### src/rtl/restoring_div8.sv
// restoring_div8: sequential unsigned restoring divider.
// One shift plus one trial subtraction per cycle, so a division takes WIDTH
// iterations. A start/busy/done handshake accepts one division at a time.
// Quotient, remainder and div_by_zero only change when a division completes
// or on reset, so they never show partial values.
module restoring_div8 #(
  parameter int WIDTH = 8
) (
  input  logic             clk,
  input  logic             rst,
  input  logic             start,
  input  logic [WIDTH-1:0] dividend,
  input  logic [WIDTH-1:0] divisor,
  output logic             busy,
  output logic             done,
  output logic [WIDTH-1:0] quotient,
  output logic [WIDTH-1:0] remainder,
  output logic             div_by_zero
);

  localparam int CW = $clog2(WIDTH + 1);

  typedef enum logic [1:0] {
    IDLE,
    RUN,
    DONE
  } state_t;

  state_t           state_q;
  logic [WIDTH-1:0] remAcc_q;
  logic [WIDTH-1:0] qAcc_q;
  logic [WIDTH-1:0] divisor_q;
  logic [CW-1:0]    count_q;
  logic [WIDTH-1:0] quotient_q;
  logic [WIDTH-1:0] remainder_q;
  logic             busy_q;
  logic             done_q;
  logic             dbz_q;

  // Next-iteration datapath. The running remainder is always below the
  // divisor, so after the shift it fits in WIDTH+1 bits, and the shifted and
  // trial values are carried at that width so the shift can never overflow.
  // A negative trial shows up as bit WIDTH set.
  logic [WIDTH:0]   shiftedRem_d;
  logic [WIDTH:0]   trial_d;
  logic [WIDTH-1:0] remAcc_d;
  logic [WIDTH-1:0] qAcc_d;

  // One restoring step: shift, trial-subtract, keep or restore.
  always_comb begin
    shiftedRem_d = {remAcc_q, qAcc_q[WIDTH-1]};
    trial_d      = shiftedRem_d - {1'b0, divisor_q};
    qAcc_d       = {qAcc_q[WIDTH-2:0], ~trial_d[WIDTH]};
    if (trial_d[WIDTH]) begin
      remAcc_d = shiftedRem_d[WIDTH-1:0];
    end else begin
      remAcc_d = trial_d[WIDTH-1:0];
    end
  end

  // Control FSM with registered handshake and result outputs.
  always_ff @(posedge clk) begin
    if (rst) begin
      state_q     <= IDLE;
      remAcc_q    <= '0;
      qAcc_q      <= '0;
      divisor_q   <= '0;
      count_q     <= '0;
      quotient_q  <= '0;
      remainder_q <= '0;
      busy_q      <= 1'b0;
      done_q      <= 1'b0;
      dbz_q       <= 1'b0;
    end else begin
      done_q <= 1'b0;
      case (state_q)
        IDLE, DONE: begin
          state_q <= IDLE;
          if (start) begin
            if (divisor != '0) begin
              divisor_q <= divisor;
              remAcc_q  <= '0;
              qAcc_q    <= dividend;
              count_q   <= CW'(WIDTH);
              busy_q    <= 1'b1;
              state_q   <= RUN;
            end else begin
              quotient_q  <= '1;
              remainder_q <= dividend;
              dbz_q       <= 1'b1;
              done_q      <= 1'b1;
              state_q     <= DONE;
            end
          end
        end
        RUN: begin
          remAcc_q <= remAcc_d;
          qAcc_q   <= qAcc_d;
          count_q  <= count_q - CW'(1);
          if (count_q == CW'(1)) begin
            // The old div_by_zero flag is held with the old results and only
            // cleared when this new, valid result is published.
            quotient_q  <= qAcc_d;
            remainder_q <= remAcc_d;
            dbz_q       <= 1'b0;
            busy_q      <= 1'b0;
            done_q      <= 1'b1;
            state_q     <= DONE;
          end
        end
        default: begin
          state_q <= IDLE;
          busy_q  <= 1'b0;
        end
      endcase
    end
  end

  assign busy        = busy_q;
  assign done        = done_q;
  assign quotient    = quotient_q;
  assign remainder   = remainder_q;
  assign div_by_zero = dbz_q;

endmodule

### config.mk
export PLATFORM = sky130hd
export DESIGN_NAME = restoring_div8
export DESIGN_NICKNAME = d
export VERILOG_FILES = /design/src/rtl/restoring_div8.sv
export SDC_FILE = /design/constraint.sdc
export NUM_CORES = 1
export LEC_CHECK = 0
export CAP_MARGIN = 20
export CORE_MARGIN = 5
export CORE_UTILIZATION = 50
export CTS_CLUSTER_SIZE = 8
export DETAILED_ROUTE_END_ITERATION = 10
export PLACE_DENSITY_LB_ADDON = 0.2
export SETUP_SLACK_MARGIN = 0.1
export SLEW_MARGIN = 20
export SYNTH_ARGS = -nofsm -noshare
export SYNTH_HDL_FRONTEND = slang
export SYNTH_SLANG_ARGS = --single-unit
### constraint.sdc
create_clock -name clk -period 3.1 [get_ports clk]
set_input_delay 0.62 -clock clk [delete_from_list [all_inputs] [get_ports clk]]
set_output_delay 0.62 -clock clk [all_outputs]
set_load 0.01 [all_outputs]
# After elaboration in Yosys (flattened, before gate mapping)
# Index checks and enable logic that the tools add are counted.
# op_classes
n_eq_ne	7
muxes	33
addsub	2
n_bitwise	1
reduce_logical	8
# op_table
op	n
$mux 8	11
$pmux 8 s2	4
$reduce_and 3->1	3
$sub 9x8->9	1
$mux 1	8
$mux 4	2
$ne 2x2->1 const B	4
$pmux 4 s2	1
$reduce_bool 8->1	1
$mux 2	3
$pmux 1 s2	3
$eq 4x1->1 const B	1
$pmux 2 s2	1
$reduce_and 4->1	1
$sub 4x1->4 const B	1
$eq 2x1->1 const B	1
$eq 2x2->1 const B	1
$logic_not 2->1	1
$reduce_bool 2->1	1
$reduce_or 2->1	1
$not 1->1	1
# totals
out_inout_bits	19
regBits	49

# Longest topological paths before layout
# depth
depth_word	4
depth_mapped	11
depth_no_buf	10

# Worst setup path after synthesis
# Ideal clock, no wire load.
# synth_timing
kind	flip-flop to flip-flop
start	register qAcc_q[7]
end	register remainder_q[2] (netlist: remainder[2])
setup_time_ps	123
arrival_time_ps	2154
path_stages_with_launch	12
path_slack_ps	823
synth_period_minus_slack_ps	2277
path_buffers	1
cell_sequence	dfxtp_1 > inv_1 > ha_1 > inv_1 > fa_1 > a211oi_2 > nor3_2 > mux2i_2 > or2_1 > buf_6 > a31oi_2 > a21oi_1
# synth_via
elab_chain_cells	4
# synth_lines
element	line	text
from (decl)	31	logic [WIDTH-1:0] qAcc_q;
from (signal assigned)	83	qAcc_q <= dividend;
from (signal assigned)	98	qAcc_q <= qAcc_d;
$sub 9x8->9	52	trial_d = shiftedRem_d - {1'b0, divisor_q};
$mux 8	54	if (trial_d[WIDTH]) begin
$mux 8	100	if (count_q == CW'(1)) begin
$pmux 8 s2	76	case (state_q)
to (signal assigned)	89	remainder_q <= dividend;
to (signal assigned)	104	remainder_q <= remAcc_d;
to (decl)	35	logic [WIDTH-1:0] remainder_q;
# No other way between the ends. The select of a mux whose other input is x is not followed.
# A chain may end at the register's enable or synchronous reset.

# Final worst setup path
# layout_timing
start	register qAcc_q[7]
end	register remAcc_q[4]
# layout_via
elab_chain_cells	3
# layout_lines
element	line	text
$sub 9x8->9	52	
$mux 8	54	
$pmux 8 s2	76	
to (signal assigned)	97	remAcc_q <= remAcc_d;
to (decl)	30	logic [WIDTH-1:0] remAcc_q;
# No other way between the ends.

==> results.json <==
{
  "syn_inst": 318,
  "hold_class": "register to register",
  "cp-start-kind": "register",
  "grt_usage_pct": 19.6,
  "synth_seq_cells": 49,
  "reg2reg_from": "qAcc_q[7]",
  "end_kind": "register",
  "tritoncts": "yes",
  "grt_max_degree": 50,
  "cts_buffers": 5,
  "grt.overflow.total": 0,
  "viasPerCell": 5.55,
  "cts_root_buf": "clkbuf_8",
  "cts_hold_buf": 0,
  "start_util_pct": 52.1,
  "seq_area_sq_um": 981,
  "fin_crit_ns": 2.75,
  "place_congestion": 0.868,
  "ys_types": 48,
  "final_max_slew_viol_count": 0,
  "hold_path_startpoint": "divisor_q[0]",
  "crit_path_start": "qAcc_q[7]",
  "core_sq_mm": 0.00479,
  "clk_latency_ns": 0.31,
  "synthSimpleGateAreaFrac_pct": 23.5,
  "rsz0062_at_grt": "false",
  "synth-edff-count": 0,
  "power_density_mw_per_mm2": 540,
  "placed_area_sq_mm": 0.00293,
  "post-route-period-util_pct": 88.8,
  "setup_violations": 0,
  "cts_resized": 0,
  "route.detailed.drc": 0,
  "clock_path_buffers": 2,
  "vias": 2327,
  "final_antenna_net_count": 0,
  "synth_fp_nets": 348,
  "synth_mux_area_share_pct": 1.86,
  "io_buffers": 37,
  "tightest_slew_ns": 0.973,
  "wl_per_cell_um": 14.7,
  "synth_top_family_by_area": "simple AND/OR/NAND/NOR gates",
  "finalSetupTns_ns": 0,
  "max_freq_mhz": 363,
  "path_clk_slew_ns": 0.09,
  "n_antenna_cell": 0,
  "syn_to_final_growth_pct": 21.8,
  "layout.cells.most_common": "nor2_1",
  "cts_setup_buffers": 0,
  "ys_seq_area_share_pct": 39.3,
  "cts_num_sinks": 49,
  "drtIter0Drc": 171,
  "stdcell_area_sq_mm": 0.00304,
  "num_rows": 25,
  "htreeDepth": 2,
  "synth_fa_ha_area_share_pct": 5.82,
  "drive_gt1_share_pct": 6.82,
  "synth_async_sr_flop_share_pct": 0,
  "drv_cap": 0,
  "max_stage_delay_ns": 0.44,
  "path_max_fanout": 8,
  "multi_input_area_sq_mm": 0.00139,
  "dp_hpwl_um": 4660,
  "synth.avg_cell_area_sq_um": 7.84,
  "fillers": 445,
  "grt_antenna_before_repair": 0,
  "critPathKind": "register to register",
  "finClkSkew_ns": 0.0124,
  "grt_pass1_wl_um": 9880,
  "hold_viol_final": 0,
  "relSlewSlack_pct": 35.1,
  "grt_pass1_vias": 2115,
  "cp_data_arrival_time_ns": 2.96,
  "wl_um": 6160,
  "ys_warn_count": 0,
  "fin_nets": 381,
  "dr.pass1.iters": 4,
  "syn_area_sq_mm": 0.00249,
  "p_leak_nw": 1.13,
  "cpMostUsedCell": "inv_1",
  "required_ns": 3.30,
  "crit_slowest_cell": "fa_1",
  "ioPinCount": 38,
  "final_cell_mix": "nor2_1 (61), dfxtp_1 (49), nand2_1 (37), clkdlybuf4s50_1 (37), a21oi_1 (30)",
  "synth_xor_area_share_pct": 2.11,
  "synthFlopType": "dfxtp_1",
  "fp.dieH_um": 80.6,
  "crit_chain": "inv_1 -> ha_1 -> inv_1 -> fa_1 -> a211oi_2 -> nor3_2 -> mux2i_2 -> or2_1 -> nand2_1 -> a311oi_1",
  "synth-compound-area-share_pct": 22.4,
  "die_area_sq_mm": 0.00650,
  "fp.dieW_um": 80.6,
  "outcome": "complete, no violations",
  "vdd_drop_max_uv": 296
}
[power by group]
group | switching [W] | leakage [nW] | internal (W) | total (W)
sequential | 0.0000375 | 0.401 | 0.000675 | 0.000712
combinational | 0.000272 | 0.672 | 0.000196 | 0.000468
clock | 0.000217 | 0.0585 | 0.000242 | 0.000459
total | 0.000527 | 1.13 | 0.00111 | 0.00164
[synth_stat cells, types with 2 or more instances]
| library cell | count | area share, % |
|---|---|---|
| a22oi_1 | 3 | 0.90 |
| o21ai_0 | 11 | 2.2 |
| and3_1 | 2 | 0.50 |
| nor2_1 | 61 | 9.2 |
| xor2_1 | 3 | 1.1 |
| o31ai_1 | 5 | 1.5 |
| nand2b_1 | 3 | 0.75 |
| buf_2 | 3 | 0.60 |
| a211oi_1 | 4 | 1.2 |
| inv_1 | 11 | 1.7 |
| dfxtp_1 | 49 | 39 |
| a31oi_1 | 5 | 1.3 |
| clkbuf_1 | 14 | 2.1 |
| nor2b_1 | 3 | 0.75 |
| xnor2_1 | 3 | 1.1 |
| nor4_1 | 3 | 0.75 |
| nand2_1 | 37 | 5.6 |
| mux2_2 | 2 | 0.90 |
| a21oi_1 | 30 | 6.0 |
| nand3_1 | 3 | 0.60 |
| a21o_1 | 2 | 0.60 |
| ha_1 | 10 | 5.0 |
| a311oi_1 | 13 | 4.6 |
| nor3_1 | 13 | 2.6 |
| a221o_1 | 2 | 0.80 |
[stage by stage]
stage	cells	setup slack [ns]	total power [W]	utilization, %	hold slack (ns)
3_5_place_dp	411	0.440	0.00119	61.1	0.454
2_1_floorplan	318	0.823	0.00107	-	0.440
4_1_cts	419	0.388	0.00165	63.5	0.483
6_report	419	0.346	0.00164	63.5	0.485
5_1_grt	419	0.167	0.00173	63.5	0.512
3_3_place_gp	411	0.463	0.00118	61.1	0.448
[layer usage]
layer	GRT usage (%)	part of all wire [%]	vias to the layer above
met2	31.5	47	49
met5	0	0	-
met4	5.07	1.3	0
met1	26.9	47	1082
met3	3.70	4.4	6
li1	-	-	1190
[state kept, by name (all words and copies together), names as in the netlist]
name / flops
divisor_q: 8
qAcc_q: 8
quotient: 8
remAcc_q: 8
remainder: 8
count_q: 4
state_q: 2
busy: 1
div_by_zero: 1
done: 1
[worst max-delay path: cells and delay by family (launching register included)]
kind	cells	cell delay, ns
AO/OA/AOI/OAI	2	0.60
multiplexers	1	0.33
adder cells (fa/ha/maj)	2	0.63
AND/OR/NAND/NOR	3	0.61
flip-flops	1	0.32
buffers and inverters	2	0.17
[cell families after synthesis]
group | Yosys count
flops | 49
compound gates | 84
mux | 4
xor+xnor | 6
fa+ha+maj | 11
simple gates | 134
buf+inv | 30
[final cells by class]
cell class / count / share of cell area, %
well taps: 67 / 2.76
multi-input cells: 239 / 45.7
inverters: 11 / 1.36
repair buffers: 45 / 14.2
clock buffers: 5 / 2.27
flip-flops and latches: 49 / 32.3
clock inverters: 3 / 1.44
[final timing paths]
path             endpoint  slack, ns  cells after the start
max           remAcc_q[4]       0.35                     10
min          divisor_q[0]       0.49                      2
max reg2reg   remAcc_q[4]       0.35                     10
min reg2reg  divisor_q[0]       0.49                      2
No activity file was read; power rests on OpenSTA's default activity.
